### config.mk
export PLATFORM = sky130hd
export DESIGN_NAME = xy2_point_feeder
export DESIGN_NICKNAME = d
export VERILOG_FILES = /design/src/rtl/xy2_point_feeder.sv
export SDC_FILE = /design/constraint.sdc
export NUM_CORES = 1
export LEC_CHECK = 0
export ABC_AREA = 1
export CORE_MARGIN = 4
export CORE_UTILIZATION = 61
export DETAILED_ROUTE_END_ITERATION = 10
export GPL_TIMING_DRIVEN = 0
export PLACE_DENSITY = 0.8
export SLEW_MARGIN = 20
export SYNTH_ARGS = -nofsm -noshare
export SYNTH_HDL_FRONTEND = slang
export SYNTH_SLANG_ARGS = --single-unit
### constraint.sdc
create_clock -name clk50m -period 3 [get_ports clk50m]
set_input_delay 0.6 -clock clk50m [delete_from_list [all_inputs] [get_ports clk50m]]
set_output_delay 0.6 -clock clk50m [all_outputs]
set_load 0.05 [all_outputs]
### src/rtl/xy2_point_feeder.sv
// xy2_point_feeder: buffers XY scan points in a small FIFO and hands exactly
// one point per frame period to the XY2-100 transmitter. When the FIFO runs
// dry the last point is re-sent so the mirrors hold position. Sticky flags
// report dropped writes, underruns and frame ticks that arrive while a frame
// is still in flight.
module xy2_point_feeder #(
    parameter int unsigned DEPTH_LOG2 = 4,
    parameter int unsigned PERIOD     = 550,
    parameter logic [15:0] CENTER     = 16'h8000
) (
    input  logic                  clk50m,
    input  logic                  rst,
    input  logic                  wr_en,
    input  logic [15:0]           wr_x,
    input  logic [15:0]           wr_y,
    input  logic                  enable,
    input  logic                  clr_flags,
    input  logic                  tx_busy,
    input  logic                  tx_done,
    output logic                  send_en,
    output logic [15:0]           x_data,
    output logic [15:0]           y_data,
    output logic                  full,
    output logic                  empty,
    output logic [DEPTH_LOG2:0]   level,
    output logic                  overflow,
    output logic                  underrun,
    output logic                  late
);

    localparam int unsigned DEPTH = 1 << DEPTH_LOG2;
    localparam int unsigned TW    = $clog2(PERIOD);

    localparam logic [DEPTH_LOG2:0]   LVL_FULL = (DEPTH_LOG2 + 1)'(DEPTH);
    localparam logic [DEPTH_LOG2:0]   LVL_ONE  = (DEPTH_LOG2 + 1)'(1);
    localparam logic [DEPTH_LOG2-1:0] PTR_ONE  = DEPTH_LOG2'(1);
    localparam logic [TW-1:0]         TMR_MAX  = TW'(PERIOD - 1);
    localparam logic [TW-1:0]         TMR_ONE  = TW'(1);

    typedef enum logic [1:0] {
        ST_IDLE,
        ST_RUN,
        ST_ISSUE,
        ST_WAIT
    } state_t;

    state_t                state_q, state_d;
    logic [TW-1:0]         timer_q, timer_d;
    logic                  pend_q, pend_d;
    logic [DEPTH_LOG2-1:0] wr_ptr_q, wr_ptr_d;
    logic [DEPTH_LOG2-1:0] rd_ptr_q, rd_ptr_d;
    logic [DEPTH_LOG2:0]   level_q, level_d;
    logic [15:0]           x_q, x_d;
    logic [15:0]           y_q, y_d;
    logic                  ovf_q, ovf_d;
    logic                  und_q, und_d;
    logic                  late_q, late_d;

    logic [15:0] mem_x [DEPTH];
    logic [15:0] mem_y [DEPTH];

    logic timer_run;
    logic tick;
    logic push;
    logic drop;
    logic pop;
    logic und_set;
    logic late_set;
    logic fifo_full;
    logic fifo_empty;

    assign fifo_full  = (level_q == LVL_FULL);
    assign fifo_empty = (level_q == '0);

    // Write side decisions use the occupancy from before this cycle, so a
    // simultaneous pop never rescues a write into a full FIFO.
    assign push = wr_en & ~fifo_full;
    assign drop = wr_en & fifo_full;

    // The frame timer only runs once the FSM has left IDLE, which places the
    // first tick PERIOD cycles after enable is first sampled high.
    assign timer_run = enable && (state_q != ST_IDLE);
    assign tick      = timer_run && (timer_q == TMR_MAX);

    // Period timer: free-running while scheduling, parked at zero otherwise.
    always_comb begin
        timer_d = timer_q;
        if (!timer_run) begin
            timer_d = '0;
        end else if (tick) begin
            timer_d = '0;
        end else begin
            timer_d = timer_q + TMR_ONE;
        end
    end

    // Frame scheduler: decides when to pop/hold and when to pulse send_en.
    always_comb begin
        state_d  = state_q;
        pend_d   = pend_q;
        pop      = 1'b0;
        und_set  = 1'b0;
        late_set = 1'b0;
        unique case (state_q)
            ST_IDLE: begin
                pend_d = 1'b0;
                if (enable) begin
                    state_d = ST_RUN;
                end
            end
            ST_RUN: begin
                if (!enable) begin
                    state_d = ST_IDLE;
                    pend_d  = 1'b0;
                end else if ((tick || pend_q) && !tx_busy) begin
                    state_d = ST_ISSUE;
                    pend_d  = 1'b0;
                    if (!fifo_empty) begin
                        pop = 1'b1;
                    end else begin
                        und_set = 1'b1;
                    end
                end else if (tick) begin
                    pend_d = 1'b1;
                end
            end
            ST_ISSUE: begin
                state_d = ST_WAIT;
                if (tick) begin
                    late_set = 1'b1;
                    pend_d   = 1'b1;
                end
            end
            ST_WAIT: begin
                if (tick) begin
                    late_set = 1'b1;
                    pend_d   = 1'b1;
                end
                if (tx_done) begin
                    if (enable) begin
                        state_d = ST_RUN;
                    end else begin
                        state_d = ST_IDLE;
                        pend_d  = 1'b0;
                    end
                end
            end
            default: begin
                state_d = ST_IDLE;
                pend_d  = 1'b0;
            end
        endcase
    end

    // FIFO pointers, occupancy, output point and sticky flags.
    always_comb begin
        wr_ptr_d = push ? (wr_ptr_q + PTR_ONE) : wr_ptr_q;
        rd_ptr_d = pop ? (rd_ptr_q + PTR_ONE) : rd_ptr_q;
        level_d  = level_q;
        unique case ({push, pop})
            2'b10:   level_d = level_q + LVL_ONE;
            2'b01:   level_d = level_q - LVL_ONE;
            default: level_d = level_q;
        endcase
        x_d    = pop ? mem_x[rd_ptr_q] : x_q;
        y_d    = pop ? mem_y[rd_ptr_q] : y_q;
        // A set event in the same cycle as clr_flags keeps the flag set.
        ovf_d  = drop     | (ovf_q  & ~clr_flags);
        und_d  = und_set  | (und_q  & ~clr_flags);
        late_d = late_set | (late_q & ~clr_flags);
    end

    // Point storage; contents need no reset since occupancy gates every read.
    always_ff @(posedge clk50m) begin
        if (push) begin
            mem_x[wr_ptr_q] <= wr_x;
            mem_y[wr_ptr_q] <= wr_y;
        end
    end

    // State registers with asynchronous reset.
    always_ff @(posedge clk50m or posedge rst) begin
        if (rst) begin
            state_q  <= ST_IDLE;
            timer_q  <= '0;
            pend_q   <= 1'b0;
            wr_ptr_q <= '0;
            rd_ptr_q <= '0;
            level_q  <= '0;
            x_q      <= CENTER;
            y_q      <= CENTER;
            ovf_q    <= 1'b0;
            und_q    <= 1'b0;
            late_q   <= 1'b0;
        end else begin
            state_q  <= state_d;
            timer_q  <= timer_d;
            pend_q   <= pend_d;
            wr_ptr_q <= wr_ptr_d;
            rd_ptr_q <= rd_ptr_d;
            level_q  <= level_d;
            x_q      <= x_d;
            y_q      <= y_d;
            ovf_q    <= ovf_d;
            und_q    <= und_d;
            late_q   <= late_d;
        end
    end

    assign send_en  = (state_q == ST_ISSUE);
    assign x_data   = x_q;
    assign y_data   = y_q;
    assign full     = fifo_full;
    assign empty    = fifo_empty;
    assign level    = level_q;
    assign overflow = ovf_q;
    assign underrun = und_q;
    assign late     = late_q;

endmodule

Word level (Yosys, flattened, before mapping)

Memory sizes are Yosys's and may differ from the RTL's. A register that Yosys moved wholly into a read port is not among the register bits.
Cells that the tools add are included.

Flip-flop bits (word level): 29
RAM bits: 512
Bits of input ports: 39
Output and inout bits: 43
Word-level logic and storage cells: 74
Memories kept: 2

$add $sub $neg: 5
Equal/unequal tests: 10
Muxes and demuxes: 27
Bitwise logic cells: 10
Reductions and logical operators: 11

Memory list:

| memory | depth | bits a word | read ports | clocked after Yosys merged registers in | wr ports | line | text |
|---|---|---|---|---|---|---|---|
| mem_x  | 16    | 16          | 1          | 1                                       | 1        | 59   | `logic [15:0] mem_x [DEPTH];` |
| mem_y  | 16    | 16          | 1          | 1                                       | 1        | 60   | `logic [15:0] mem_y [DEPTH];` |

Operator list:

| operator                                         | count |
|---|---|
| 2-to-1 mux 10 bit                                | 2 |
| 2-to-1 mux 1 bit                                 | 18 |
| adder 10 x 1 -> 10 bit, second input constant    | 1 |
| == test 10 bit, second input constant            | 1 |
| case mux 5 bit (2 select lines)                  | 1 |
| adder 4 x 1 -> 4 bit, second input constant      | 2 |
| 2-to-1 mux 2 bit                                 | 4 |
| case mux 2 bit (4 select lines)                  | 1 |
| == test 2 bit, second input constant             | 3 |
| adder 5 x 1 -> 5 bit, second input constant      | 1 |
| AND 1 bit                                        | 5 |
| == test 5 bit, second input constant             | 1 |
| logical NOT 5 bit                                | 1 |
| subtractor 5 x 1 -> 5 bit, second input constant | 1 |
| == test 2 x 1 -> 1 bit, second input constant    | 2 |
| inequality test 2 bit, second input constant     | 2 |
| case mux 1 bit (4 select lines)                  | 1 |
| nonzero test 2 bit                               | 2 |
| logical AND 1 bit                                | 3 |
| inequality test 3 bit, second input constant     | 1 |
| bitwise OR 1 bit                                 | 3 |
| AND reduction 3 bit                              | 1 |
| logical NOT 2 bit                                | 1 |
| inverter 1 bit                                   | 2 |
| other kinds (3)                                  | 3 |

Longest topological paths before layout

Gate-level depths: netlist of the first run.

Depth after elaboration: 10
Gate-level depth with buffers: 18
Gate-level depth less buffers: 17

Worst setup path after synthesis of the first run

OpenSTA, ideal clock, no wires.

Kind: register to register
Start: register level_q[1], in the netlist level[1]
End: memory mem_x[11][0] (enable)
Arrival: 2765 ps
Slack: -186 ps
Cell stages (with the launch flop): 9
Path through: dfrtp_1 -> inv_1 -> nand3_1 -> inv_1 -> nand2_1 -> nand2_1 -> inv_1 -> nand2_1 -> nor2_1

Cells in the longest elaborated chain, start to end: 5

RTL lines:

| item                                   | line | text |
|---|---|---|
| start: declaration                     | 52   | `logic [DEPTH_LOG2:0] level_q, level_d;` |
| start signal: assignment               | 201  | `level_q <= level_d;` |
| == test 5 bit                          | 72   | `assign fifo_full = (level_q == LVL_FULL);` |
| inverter 1 bit                         | 77   | `assign push = wr_en & ~fifo_full;` |
| AND 1 bit                              | 77   |  |
| 2-to-1 mux 1 bit                       | 175  | `if (push) begin` |
| 2-to-1 mux 1 bit (implied by the code) | 176  | `mem_x[wr_ptr_q] <= wr_x;` |
| end: declaration                       | 59   |  |

Every way passes these cells.

Final worst setup path of the first run

Start: register level_q[0], in the netlist level[0]
End: output full

Cells in the longest elaborated chain, start to end: 1

RTL lines:

| item             | line | text |
|---|---|---|
| == test 5 bit    | 72   |  |
| end: declaration | 23   | `output logic full,` |

Every way passes these cells.

==> results.cfg, run 1 <==
[run_status]
outcome = finished clean

[synth]
synthesis.area_per_instance_um2 = 11.2
synth_fp_nets = 2152
synth_top_area_share_pct = 65.5
yosys.cell_types.count = 35
yosysTopAreaCell = edfxtp_1
dominant_cells_by_area_after_synthesis = edfxtp_1, nand2_1, dfrtp_1
ys_ff_latch = 573
synthesis.instances = 2101
seq_area_frac_synth_pct = 72.0
synth_area_mm2 = 0.0235
synth.yosys.warnings = 0

[die]
initial_core_util_pct = 62.0
rows = 71
die_h_um = 204
num_io_pins = 82
design.die.area_mm2 = 0.0417
fp.coreArea_mm2 = 0.0378
overall_die_width_um = 204

[grt]
track_usage_pct = 31.3
grt_pass1_vias = 16900
remaining_overflow_grt = 0
grt_pass1_wl_um = 97300
maximum_number_of_pins_on_one_net_before_global_route_repair = 38
grt_antenna_before_repair = 2

[routing]
routed_wl_um = 65400
drc = 0
viasPerCell = 5.98
ant_nets = 0
detailroute.via_count = 16800
first_pass_iters = 6
drt_first_iter_violations = 2394
avgRoutedWirePerCell_um = 23.2

[finish]
post-route-cell-area_mm2 = 0.0272
layout-area-overhead-vs-synth_pct = 16.1
drive_gt1_share_pct = 7.95
final_cell_mix = nand2_1, edfxtp_1, nor2_1, nand3_1, o21ai_0
fillers = 2500
design.final.nets = 2310
number_of_antenna_cells_inserted = 0
multi_input_comb_area_mm2 = 0.00597
final_common_cell = nand2_1
final-seq-area_mm2 = 0.0169
fin_cells = 2812

[placement]
dpl.cell_count = 2710
buffer_ports.inserted = 81
post-place-ws_ns = -0.649
place_hpwl_um = 41300
place_area_mm2 = 0.0254
place.gp.congestion = 0.871

[pwr]
vdd_ir_drop_max_mv = 0.527
power_density_mw_per_mm2 = 672
power_leakage_nw = 10.4

[worst_setup_path]
endpoint_kind = output pin
crit_type = reg2out
critical_path.startpoint_type = flop
worst-path-max-fanout = 5
worstPathArrival_ns = 2.24
crit_required_ns = 2.40

[sta]
period_needed_ns = 2.84
timing_worst_slew_pin_value_ns = 1.02
grt_setup_unrepaired = false
final-setup-viol-count = 0
hold_viol = 0
max_freq_mhz = 352
fin_worst_skew_ns = 0.0251
fin_worst_hold_slack_ns = 0.378
report.final.slew_viol_count = 0
fin_crit_sh_pct = 94.8
tns_ns = 0
final.setup.worst_slack_ns = 0.157
max-slew-margin-rel_pct = 31.7

[clocking]
clock-root-buffer = clkbuf_16
tritoncts = done
clk_pin_slew_worst_paths_ns = 0.06
clock_net_sink_count = 573
worst_skew_pair.late_latency_ns = 0.61
numCtsBuffers = 56
htreeDepth = 2
ctsLongestPathBuffers = 3

[job]
cap_viol_max_count = 0

[hold_path]
min_path_type = in2async
-- final cells by class --
type / count / share of cell area, %
repair buffers: 100 / 4.52
clock buffers: 74 / 5.76
inverters: 54 / 0.753
clock inverters: 26 / 0.735
flip-flops and latches: 573 / 62.1
well taps: 511 / 2.35
multi-input cells: 1363 / 21.9
plain buffers: 111 / 1.90
-- critical path: stages, from the launching register on --
cell and delay [ns]:
dfrtp_1 0.43, nor2_1 0.12, nand3_1 0.08, inv_1 0.08
nand2_1 0.07, inv_1 0.07, clkdlybuf4s50_1 0.79
-- metal layers --
| layer | up-vias | track usage (%) | share of wire (%) |
|---|---|---|---|
| li1 | 7426 | - | - |
| met1 | 7899 | 40.4 | 35 |
| met2 | 1265 | 50.4 | 47 |
| met3 | 237 | 8.58 | 13 |
| met4 | 2 | 14.2 | 4.8 |
| met5 | - | 0 | 0.011 |
-- final timing paths --
path                                              from                      end  slack, ns  cells past startpoint
worst min-delay path                               rst  rd_ptr_q[0]$_DFFE_PP0P_       0.38                      2
worst max register to register    level[1]$_DFFE_PP0P_   mem_y[15][0]$_DFFE_PP_       0.23                      9
max in group asynchronous                          rst   x_data[15]$_DFFE_PP1P_       1.97                      3
worst max-delay path              level[0]$_DFFE_PP0P_                     full       0.16                      6
worst min register to register  y_data[15]$_DFFE_PP1P_   y_data[15]$_DFFE_PP1P_       0.46                      2
min in group clk50m             y_data[15]$_DFFE_PP1P_   y_data[15]$_DFFE_PP1P_       0.46                      2
-- where the power goes --
group | internal (mW) | leakage (nW) | total (mW) | switching, mW
clock network | 3.91 | 0.879 | 6.82 | 2.92
registers | 9.45 | 5.45 | 9.66 | 0.210
logic | 0.501 | 4.11 | 1.83 | 1.33
total | 13.9 | 10.4 | 18.3 | 4.46
-- synth_stat cells (all sizes together) --
master  number
nand2      657
edfxtp     512
nor2       320
nand3      201
o21ai      138
buf         67
dfrtp       59
inv         53
clkbuf      44
ha          11
xor2        11
nand4        7
a21oi        5
or2          3
dfstp        2
o22ai        2
xnor2        2
a22oi        1
a31oi        1
clkinv       1
fa           1
nand3b       1
o211ai       1
o21bai       1
-- cells by family after synthesis --
kind of cell / share of synthesized area (%)
simple gates: 20.5
flops: 72.0
buf+inv: 3.05
compound gates: 3.23
xor+xnor: 0.485
fa+ha+maj: 0.672
-- flip-flops by register name, indices dropped and copies added, names as in the netlist, 4 cells and up, named ones only --
signal and flops:
timer_q 10, wr_ptr_q 4, level 5, mem_x 256
mem_y 256, y_data 16, rd_ptr_q 4, x_data 16
-- timing repair --
item                                    4_1_cts  5_1_grt
gates cloned                                  0        0
pin swaps                                     1        0
hold buffers                                  0        0
setup buffers                                 1        1
gates resized for setup                       1        4
endpoints found under the setup margin        2        2
-- per-stage QoR --
stage          total power, mW  util [%]
6_report                  18.3      72.0
2_1_floorplan             10.7         -
3_3_place_gp              11.3      65.9
4_1_cts                   18.3      71.9
5_1_grt                   18.9      72.0
3_5_place_dp              11.6      67.2
(Power assumes the default switching activity.)
==> inputs of run 2 (changes only) <==
- CORE_UTILIZATION: 61 -> 25
- PLACE_DENSITY: 0.8 -> not set
==> results.cfg, run 2 (synthesized netlist as in run 1, its figures left out) <==
[run_status]
outcome = finished clean

[clocking]
numCtsBuffers = 59
clock-root-buffer = clkbuf_16
htreeDepth = 2
worst_skew_pair.late_latency_ns = 0.65
ctsLongestPathBuffers = 3
clk_pin_slew_worst_paths_ns = 0.07
tritoncts = done
postCtsHoldBufs = 0
clock_net_sink_count = 573

[die]
design.die.area_mm2 = 0.0988
die_h_um = 314
rows = 112
num_io_pins = 82
initial_core_util_pct = 25.2
overall_die_width_um = 314
fp.coreArea_mm2 = 0.0932

[sta]
fin_crit_sh_pct = 95.7
final-setup-viol-count = 0
max-slew-margin-rel_pct = 33.0
report.final.slew_viol_count = 0
final.setup.worst_slack_ns = 0.128
tns_ns = 0
max_freq_mhz = 348
grt_setup_unrepaired = false
fin_worst_skew_ns = 0.0360
hold_viol = 0
timing_worst_slew_pin_value_ns = 1.00
period_needed_ns = 2.87
fin_worst_hold_slack_ns = 0.404

[grt]
grt_pass1_vias = 15100
remaining_overflow_grt = 0
track_usage_pct = 13.6
maximum_number_of_pins_on_one_net_before_global_route_repair = 39
grt_antenna_before_repair = 0
grt_pass1_wl_um = 100000

[placement]
dpl.cell_count = 3461
place_hpwl_um = 46300
post-place-ws_ns = -0.648
buffer_ports.inserted = 81
place_area_mm2 = 0.0266
place.gp.congestion = 0.795

[pwr]
vdd_ir_drop_max_mv = 0.516
power_density_mw_per_mm2 = 673
power_leakage_nw = 10.7
total_power_mw = 19.3

[finish]
final_core_utilization_pct = 30.8
post-route-cell-area_mm2 = 0.0287
final_cell_mix = nand2_1, edfxtp_1, nor2_1, nand3_1, o21ai_0
layout-area-overhead-vs-synth_pct = 22.4
design.final.nets = 2320
final_common_cell = nand2_1
fin_cells = 3574
fillers = 9296
reg_top3 = mem_x (256), mem_y (256)
drive_gt1_share_pct = 8.71
number_of_antenna_cells_inserted = 0

[routing]
drc = 0
routed_wl_um = 68900
viasPerCell = 4.47
avgRoutedWirePerCell_um = 19.3
detailroute.via_count = 16000
first_pass_iters = 7
ant_nets = 0
drt_first_iter_violations = 1712

[worst_setup_path]
worst-path-max-fanout = 5
crit_required_ns = 2.40
cpLargestDelayFamily = buffers and inverters
critical-path-slowest-cell = clkdlybuf4s50_1
worst_path_most_repeated_cell = inv_1
crit_type = reg2out
timing.critical_path.buf_inv = 3
setup.worst_path.start = level[0]$_DFFE_PP0P_
timing.critical_path.slowest_cell_delay_ns = 0.80
regToRegStartpoint = level[0]$_DFFE_PP0P_
worstPathArrival_ns = 2.27
endpoint_kind = output pin
crit_path_cell_trace = nor2_1 -> nand3_1 -> inv_1 -> nand2_1 -> inv_1 -> clkdlybuf4s50_1
critical_path.startpoint_type = flop

[hold_path]
min_path_type = in2async

[job]
cap_viol_max_count = 0
==> run 2: cell count changes in the layout (fill, tap and decap cells not counted), moves of 3 or more <==
cell and delta:
clkinvlp_4 +3, clkbuf_8 -4, buf_16 +14, buf_12 -5
bufinv_16 +6
==> run 2: worst paths after layout <==
path | cells after the start | slack [ns] | endpoint
hold reg to reg | 2 | 0.48 | x_data[15]$_DFFE_PP1P_
setup / recovery | 6 | 0.13 | full
hold / removal | 2 | 0.40 | x_data[7]$_DFFE_PP0P_
max in group asynchronous | 3 | 1.93 | y_data[15]$_DFFE_PP1P_
min in group clk50m | 2 | 0.48 | x_data[15]$_DFFE_PP1P_
setup reg to reg | 9 | 0.29 | mem_x[15][5]$_DFFE_PP_
==> run 2: area by class of cell <==
| cell class | instances | area (um2) | share of cell area [%] |
|---|---|---|---|
| clock buffer | 74 | 1570 | 5.48 |
| sequential | 573 | 16900 | 58.9 |
| timing repair buffer | 107 | 1490 | 5.19 |
| tap | 1254 | 1570 | 5.46 |
| buffer | 111 | 522 | 1.82 |
| clock inverter | 38 | 482 | 1.68 |
| inverter | 54 | 205 | 0.714 |
| multi-input combinational | 1363 | 5970 | 20.8 |
==> run 2: report_power, final <==
part	total (mW)	leakage [nW]	internal (mW)	switching [mW]
Sequential	9.64	5.45	9.44	0.201
Combinational	1.93	4.22	0.599	1.33
Clock	7.75	0.995	4.52	3.23
Total	19.3	10.7	14.6	4.76
==> run 2: layer usage <==
layer / vias to the layer above / part of all wire, % / GRT usage, %
met2: 607 / 46 / 21.8
met4: 0 / 2.8 / 4.29
met3: 110 / 7.4 / 2.32
met5: - / 0 / 0
li1: 7461 / - / -
met1: 7790 / 44 / 18.9
==> run 2: what timing repair did <==
action | in CTS | in global routing
pin swaps | 1 | 0
setup buffers | 1 | 0
endpoints found under the setup margin | 2 | 1
resized for setup | 1 | 5
endpoints found under the hold margin | 0 | 0
==> run 2: worst register-to-register path, cell delays in order (launching register included) <==
cell,delay [ns]
dfrtp_1,0.46
nor2_1,0.08
nand3_1,0.07
inv_1,0.05
nand2_1,0.07
nand2_1,0.16
inv_1,0.24
nand2_1,0.33
nor2_4,0.70
buf_16,0.25
